$ cat src/rtl/mvm_sched.sv
// mvm_sched: walks a command of N weights through a single MVM instance.
// Each weight is fetched from the weight stream, launched with a one-cycle
// start pulse, and its lane counters are captured on the first idle cycle.
// Results leave either per weight or as one saturating per-lane sum.
module mvm_sched #(
    parameter int NUM_BIT = 8,
    parameter int DIM     = 4,
    parameter int CNT_BIT = 5,
    parameter int TIMEOUT = 1023
) (
    input  logic                   i_clk_udc,
    input  logic                   i_rst_udc,
    input  logic                   i_cmd_valid,
    output logic                   o_cmd_ready,
    input  logic [CNT_BIT-1:0]     i_cmd_n,
    input  logic                   i_cmd_acc,
    input  logic                   i_w_valid,
    output logic                   o_w_ready,
    input  logic [NUM_BIT-1:0]     i_w_data,
    output logic                   o_mvm_start,
    output logic [NUM_BIT-1:0]     o_mvm_w,
    input  logic                   i_mvm_busy,
    input  logic [DIM*NUM_BIT-1:0] i_mvm_result,
    output logic                   o_res_valid,
    input  logic                   i_res_ready,
    output logic [DIM*NUM_BIT-1:0] o_res_data,
    output logic [CNT_BIT-1:0]     o_res_idx,
    output logic                   o_res_last,
    output logic                   o_err,
    input  logic                   i_clr_err
);

    // Watchdog is wide enough to count one past TIMEOUT without wrapping.
    localparam int WD_W = $clog2(TIMEOUT + 2);
    localparam logic [WD_W-1:0] WD_RUN_LAST  = WD_W'(TIMEOUT - 1);
    // Watchdog value in the last WAIT_HI cycle before giving up on busy.
    localparam logic [WD_W-1:0] WD_WAIT_LAST = WD_W'(3);

    typedef enum logic [2:0] {
        S_IDLE,
        S_FETCH,
        S_LAUNCH,
        S_WAIT_HI,
        S_RUN,
        S_EMIT,
        S_ERR
    } state_t;

    state_t state_reg, state_next;

    logic [CNT_BIT-1:0]     n_reg;
    logic                   acc_mode_reg;
    logic [CNT_BIT-1:0]     idx_reg;
    logic [DIM*NUM_BIT-1:0] accum_reg;
    logic [WD_W-1:0]        wd_reg;
    logic                   start_reg;
    logic [NUM_BIT-1:0]     w_reg;
    logic                   res_valid_reg;
    logic [DIM*NUM_BIT-1:0] res_data_reg;
    logic [CNT_BIT-1:0]     res_idx_reg;
    logic                   res_last_reg;
    logic                   err_reg;

    logic                   cmd_fire;
    logic                   w_fire;
    logic                   pass_done;
    logic                   res_fire;
    logic                   idx_is_last;
    logic [DIM*NUM_BIT-1:0] sat_sum;

    assign cmd_fire    = (state_reg == S_IDLE) && i_cmd_valid;
    assign w_fire      = (state_reg == S_FETCH) && i_w_valid;
    assign pass_done   = (state_reg == S_RUN) && !i_mvm_busy;
    assign res_fire    = (state_reg == S_EMIT) && i_res_ready;
    assign idx_is_last = (idx_reg == n_reg - CNT_BIT'(1));

    // Per-lane saturating add of the live MVM counters into the accumulator;
    // it must use i_mvm_result directly since the counters clear next edge.
    genvar gi;
    generate
        for (gi = 0; gi < DIM; gi++) begin : g_lane
            logic [NUM_BIT:0] lane_sum;
            assign lane_sum = {1'b0, accum_reg[gi*NUM_BIT +: NUM_BIT]}
                            + {1'b0, i_mvm_result[gi*NUM_BIT +: NUM_BIT]};
            assign sat_sum[gi*NUM_BIT +: NUM_BIT] =
                lane_sum[NUM_BIT] ? {NUM_BIT{1'b1}} : lane_sum[NUM_BIT-1:0];
        end
    endgenerate

    // State register.
    always_ff @(posedge i_clk_udc or posedge i_rst_udc) begin
        if (i_rst_udc) begin
            state_reg <= S_IDLE;
        end else begin
            state_reg <= state_next;
        end
    end

    // Next-state decode.
    always_comb begin
        state_next = state_reg;
        case (state_reg)
            S_IDLE: begin
                if (i_cmd_valid) begin
                    state_next = (i_cmd_n == '0) ? S_EMIT : S_FETCH;
                end
            end
            S_FETCH: begin
                if (i_w_valid) begin
                    state_next = S_LAUNCH;
                end
            end
            S_LAUNCH: begin
                state_next = S_WAIT_HI;
            end
            S_WAIT_HI: begin
                if (i_mvm_busy) begin
                    state_next = S_RUN;
                end else if (wd_reg == WD_WAIT_LAST) begin
                    state_next = S_ERR;
                end
            end
            S_RUN: begin
                if (!i_mvm_busy) begin
                    if (!acc_mode_reg || idx_is_last) begin
                        state_next = S_EMIT;
                    end else begin
                        state_next = S_FETCH;
                    end
                end else if (wd_reg == WD_RUN_LAST) begin
                    state_next = S_ERR;
                end
            end
            S_EMIT: begin
                if (i_res_ready) begin
                    if (acc_mode_reg || res_last_reg) begin
                        state_next = S_IDLE;
                    end else begin
                        state_next = S_FETCH;
                    end
                end
            end
            S_ERR: begin
                if (i_clr_err) begin
                    state_next = S_IDLE;
                end
            end
            default: state_next = S_IDLE;
        endcase
    end

    // Command context: weight count, mode, running index and accumulator.
    always_ff @(posedge i_clk_udc or posedge i_rst_udc) begin
        if (i_rst_udc) begin
            n_reg        <= '0;
            acc_mode_reg <= 1'b0;
            idx_reg      <= '0;
            accum_reg    <= '0;
        end else if (cmd_fire) begin
            n_reg        <= i_cmd_n;
            acc_mode_reg <= i_cmd_acc;
            idx_reg      <= '0;
            accum_reg    <= '0;
        end else begin
            if (pass_done && acc_mode_reg) begin
                accum_reg <= sat_sum;
            end
            if ((pass_done && acc_mode_reg && !idx_is_last) ||
                (res_fire && !acc_mode_reg && !res_last_reg)) begin
                idx_reg <= idx_reg + CNT_BIT'(1);
            end
        end
    end

    // Weight hold and start pulse; start is high exactly while in LAUNCH.
    always_ff @(posedge i_clk_udc or posedge i_rst_udc) begin
        if (i_rst_udc) begin
            w_reg     <= '0;
            start_reg <= 1'b0;
        end else begin
            if (w_fire) begin
                w_reg <= i_w_data;
            end
            start_reg <= (state_next == S_LAUNCH);
        end
    end

    // Pass watchdog: zero in LAUNCH, counts through WAIT_HI and RUN.
    always_ff @(posedge i_clk_udc or posedge i_rst_udc) begin
        if (i_rst_udc) begin
            wd_reg <= '0;
        end else if (state_next == S_LAUNCH) begin
            wd_reg <= '0;
        end else if (state_reg inside {S_LAUNCH, S_WAIT_HI, S_RUN}) begin
            wd_reg <= wd_reg + WD_W'(1);
        end
    end

    // Result register, loaded on entry to EMIT and held while stalled.
    always_ff @(posedge i_clk_udc or posedge i_rst_udc) begin
        if (i_rst_udc) begin
            res_valid_reg <= 1'b0;
            res_data_reg  <= '0;
            res_idx_reg   <= '0;
            res_last_reg  <= 1'b0;
        end else begin
            res_valid_reg <= (state_next == S_EMIT);
            if (cmd_fire && (i_cmd_n == '0)) begin
                res_data_reg <= '0;
                res_idx_reg  <= '0;
                res_last_reg <= 1'b1;
            end else if (pass_done && (!acc_mode_reg || idx_is_last)) begin
                res_data_reg <= acc_mode_reg ? sat_sum : i_mvm_result;
                res_idx_reg  <= idx_reg;
                res_last_reg <= acc_mode_reg || idx_is_last;
            end
        end
    end

    // Sticky error flag, high for as long as the sequencer sits in ERR.
    always_ff @(posedge i_clk_udc or posedge i_rst_udc) begin
        if (i_rst_udc) begin
            err_reg <= 1'b0;
        end else begin
            err_reg <= (state_next == S_ERR);
        end
    end

    assign o_cmd_ready = (state_reg == S_IDLE);
    assign o_w_ready   = (state_reg == S_FETCH);
    assign o_mvm_start = start_reg;
    assign o_mvm_w     = w_reg;
    assign o_res_valid = res_valid_reg;
    assign o_res_data  = res_data_reg;
    assign o_res_idx   = res_idx_reg;
    assign o_res_last  = res_last_reg;
    assign o_err       = err_reg;

endmodule
$ cat config.mk
export PLATFORM = sky130hd
export DESIGN_NAME = mvm_sched
export DESIGN_NICKNAME = d
export VERILOG_FILES = /design/src/rtl/mvm_sched.sv
export SDC_FILE = /design/constraint.sdc
export NUM_CORES = 1
export LEC_CHECK = 0
export ABC_AREA = 1
export CORE_AREA = 2 2 136 138
export CTS_BUF_LIST = sky130_fd_sc_hd__clkbuf_16
export DETAILED_ROUTE_END_ITERATION = 16
export DIE_AREA = 0 0 138 140
export GPL_TIMING_DRIVEN = 0
export PLACE_DENSITY = 0.72
export SETUP_SLACK_MARGIN = 0.05
export SYNTH_ARGS = -nofsm -noshare
export SYNTH_HDL_FRONTEND = slang
export SYNTH_SLANG_ARGS = --single-unit
$ cat constraint.sdc
create_clock -name i_clk_udc -period 4.9 [get_ports i_clk_udc]
set_input_delay 0.49 -clock i_clk_udc [delete_from_list [all_inputs] [get_ports i_clk_udc]]
set_output_delay 0.49 -clock i_clk_udc [all_outputs]
set_load 0.01 [all_outputs]
==> run metrics <==
CP required 5.15 ns; area delta synth->final 23.20%; Synth top area share 0.3763; Most used DFF post-synth dfrtp_1; n_diodes 0; Die Span X 138 um; synth cell count leaders nand2_1 (331), nand3_1 (150), inv_1 (123); Total Power ~4.2 mW; CTS root buf clkbuf_16; FFs w/ async S/R, synth 1.000; first-pass GRT wire length 33,080 um; Placer Congestion 0.9336; CTS clock-pin slew for the worst setup and hold paths 0.07 ns; final instance area 0.008685 mm^2; status complete, no violations; Leak Pwr around 4.7 nW; clk buf depth 2; Post-synth EDFFs 0; Post-Syn Area 0.007049 mm^2; Routed WL per cell 15.01 um; FF-to-FF path depth 11; Nets 1,202; Final Hold Viols 0; final WL between 20,000 and 25,000 um; initial antenna violation count 0; port buffer count around 100; peak supply drop about 0.26 mV; largest net degree at the start of global routing 68; Hold Path Depth 2; Reg2Reg Setup Slack 2.57 ns; #FFs+latches synth 106; Synthesis Warnings 0; fin util 0.4885; Rel. slew slack 0.5379; total number of vias ~7,000; # setup viols final 0; core area roughly 0.018 mm^2; dominant cell by count in the synthesized netlist nand2_1; Post-CTS Setup Bufs 0; hold_buf cts 0; Cell Rows 49; critical path class in2reg; Finished Layout Cells 1,343; Global Route Usage Sum 0.2103; Seq/Total Area, Yosys 0.3763; fmax 0.3909 GHz; Pwr per Cell Area 480.6 mW/mm^2; synthesized instance count 994; final worst slack about 2.3 ns; met3 WL post-DR 1072 um; WHS around 0.48 ns; hold wc startpoint o_mvm_w[0]$_DFFE_PP0P_; RSZ-0062 raised after global routing false; CP endpoint kind flip-flop; post-detail-place hpwl approximately 15,000 um; Die Y 140 um; clock net sink count 106; syn nets 1,087; largest cells by area after synthesis dfrtp_1 (38%), nand2_1 (18%), nand3_1 (11%); Placed Area 0.008397 mm^2; period utilization 0.5220; top sig layer met4; H-Tree Depth 3; minimum clock period 2.558 ns; Crit path arrival time around 2.8 ns; fin. max-slew vios 0; Inst Count DP around 1,300; worst slew pin tran approximately 0.69 ns; vias in the first global route ~6,700; met2 WL 9658 um; M1 WL 9120 um; setup TNS 0 ns; Initial Utilization 0.3965; Top-Level Pins 104; cell taking the most area after synthesis dfrtp_1; Post-Place Worst Slack 1.988 ns; TritonCTS Buffers 9; first-pass iteration count of the detailed router 6; Starting DRT DRC Count 454; clk_lat worst skew ~0.36 ns; number of vias per cell ~5; area of the die 0.01932 mm^2; RR Endpoint o_res_data[0]$_DFFE_PP0P_; synth unique cells 31; Reg-to-Reg Start accum_reg[0]$_DFFE_PP0P_; grt ovf 0; Routed Antenna Nets 0; Worst setup SP type input port; Synth Area per Inst between 7 and 8 um^2; ratio of cells with drive above 1 in the final layout 0.07451; max-cap viol count 0; drt drc 0; clock skew 0.008329 ns; Endpoint, Worst Hold o_mvm_w[0]$_DFFE_PP0P_; Max FO, Critical Path 10; CTS tree yes; CP startpoint i_mvm_result[0]; Hold Path Class reg2reg; Post-CTS Resized 0
## final cells by class
class / count / area [um^2]
Clock buffer: 9 / 225.2
Inverter: 126 / 475.5
Timing Repair Buffer: 104 / 1059
Fill cell: 1759 / 9095
Multi-Input combinational cell: 724 / 3684
Buffer: 38 / 240.2
Tap cell: 229 / 286.5
Clock inverter: 7 / 62.56
Sequential cell: 106 / 2653
## report_power, final
group	total [mW]	switching, mW	internal [mW]	leakage, nW
combinational	2.09	1.21	0.885	3.13
clock	0.734	0.342	0.392	0.145
sequential	1.35	0.202	1.15	1.41
total	4.17	1.75	2.42	4.68
## layout by cell type (no fill, tap or decap), types with 2 or more instances in the layout
master	n
nand3_1	150
nor2_1	51
buf_6	8
inv_1	124
a21oi_1	19
dfrtp_1	106
fa_1	4
nand3_2	3
a31oi_1	2
nand2_2	6
xor2_1	8
nor3_1	8
inv_2	3
or2_2	28
buf_2	9
buf_4	7
nand2_1	331
nand4_1	45
clkdlybuf4s50_1	103
ha_1	36
clkbuf_16	9
clkbuf_1	13
xnor2_1	9
o21ai_0	16
## worst max-delay path by stage
stage | end | slack [ns] | cells past startpoint
3_3_place_gp | accum_reg[29]$_DFFE_PP0P_ | -0.1 | 2
4_1_cts | o_res_data[0]$_DFFE_PP0P_ | 2.35 | 12
5_1_grt | o_res_data[0]$_DFFE_PP0P_ | 2.20 | 12
3_5_place_dp | o_res_data[0]$_DFFE_PP0P_ | 1.99 | 12
6_report | o_res_data[0]$_DFFE_PP0P_ | 2.34 | 12
2_1_floorplan | acc_mode_reg$_DFFE_PP0P_ | 1.62 | 1
## critical path: stages
cell	delay, ns
clkdlybuf4s50_1	0.46
ha_1	0.27
inv_1	0.08
fa_1	0.20
inv_1	0.07
nand2_1	0.06
nand2_1	0.08
a21oi_1	0.52
buf_4	0.30
nand3_1	0.10
nand3_1	0.12
nand2_1	0.05
## cells by family after synthesis
kind of cell,after synthesis,synth area share
buffers and inverters,164,0.1012
AND/OR/NAND/NOR,627,0.3963
adder cells (fa/ha/maj),40,0.07526
XOR/XNOR,17,0.02112
flip-flops,106,0.3763
AO/OA/AOI/OAI,40,0.02982
## layer usage
metal | global-route usage | vias to the layer above
li1 | - | 3411
met2 | 0.3564 | 198
met4 | 0.05478 | 0
met3 | 0.03453 | 21
met5 | 0 | -
met1 | 0.2814 | 3242
Power figures use the tool's default switching activity.
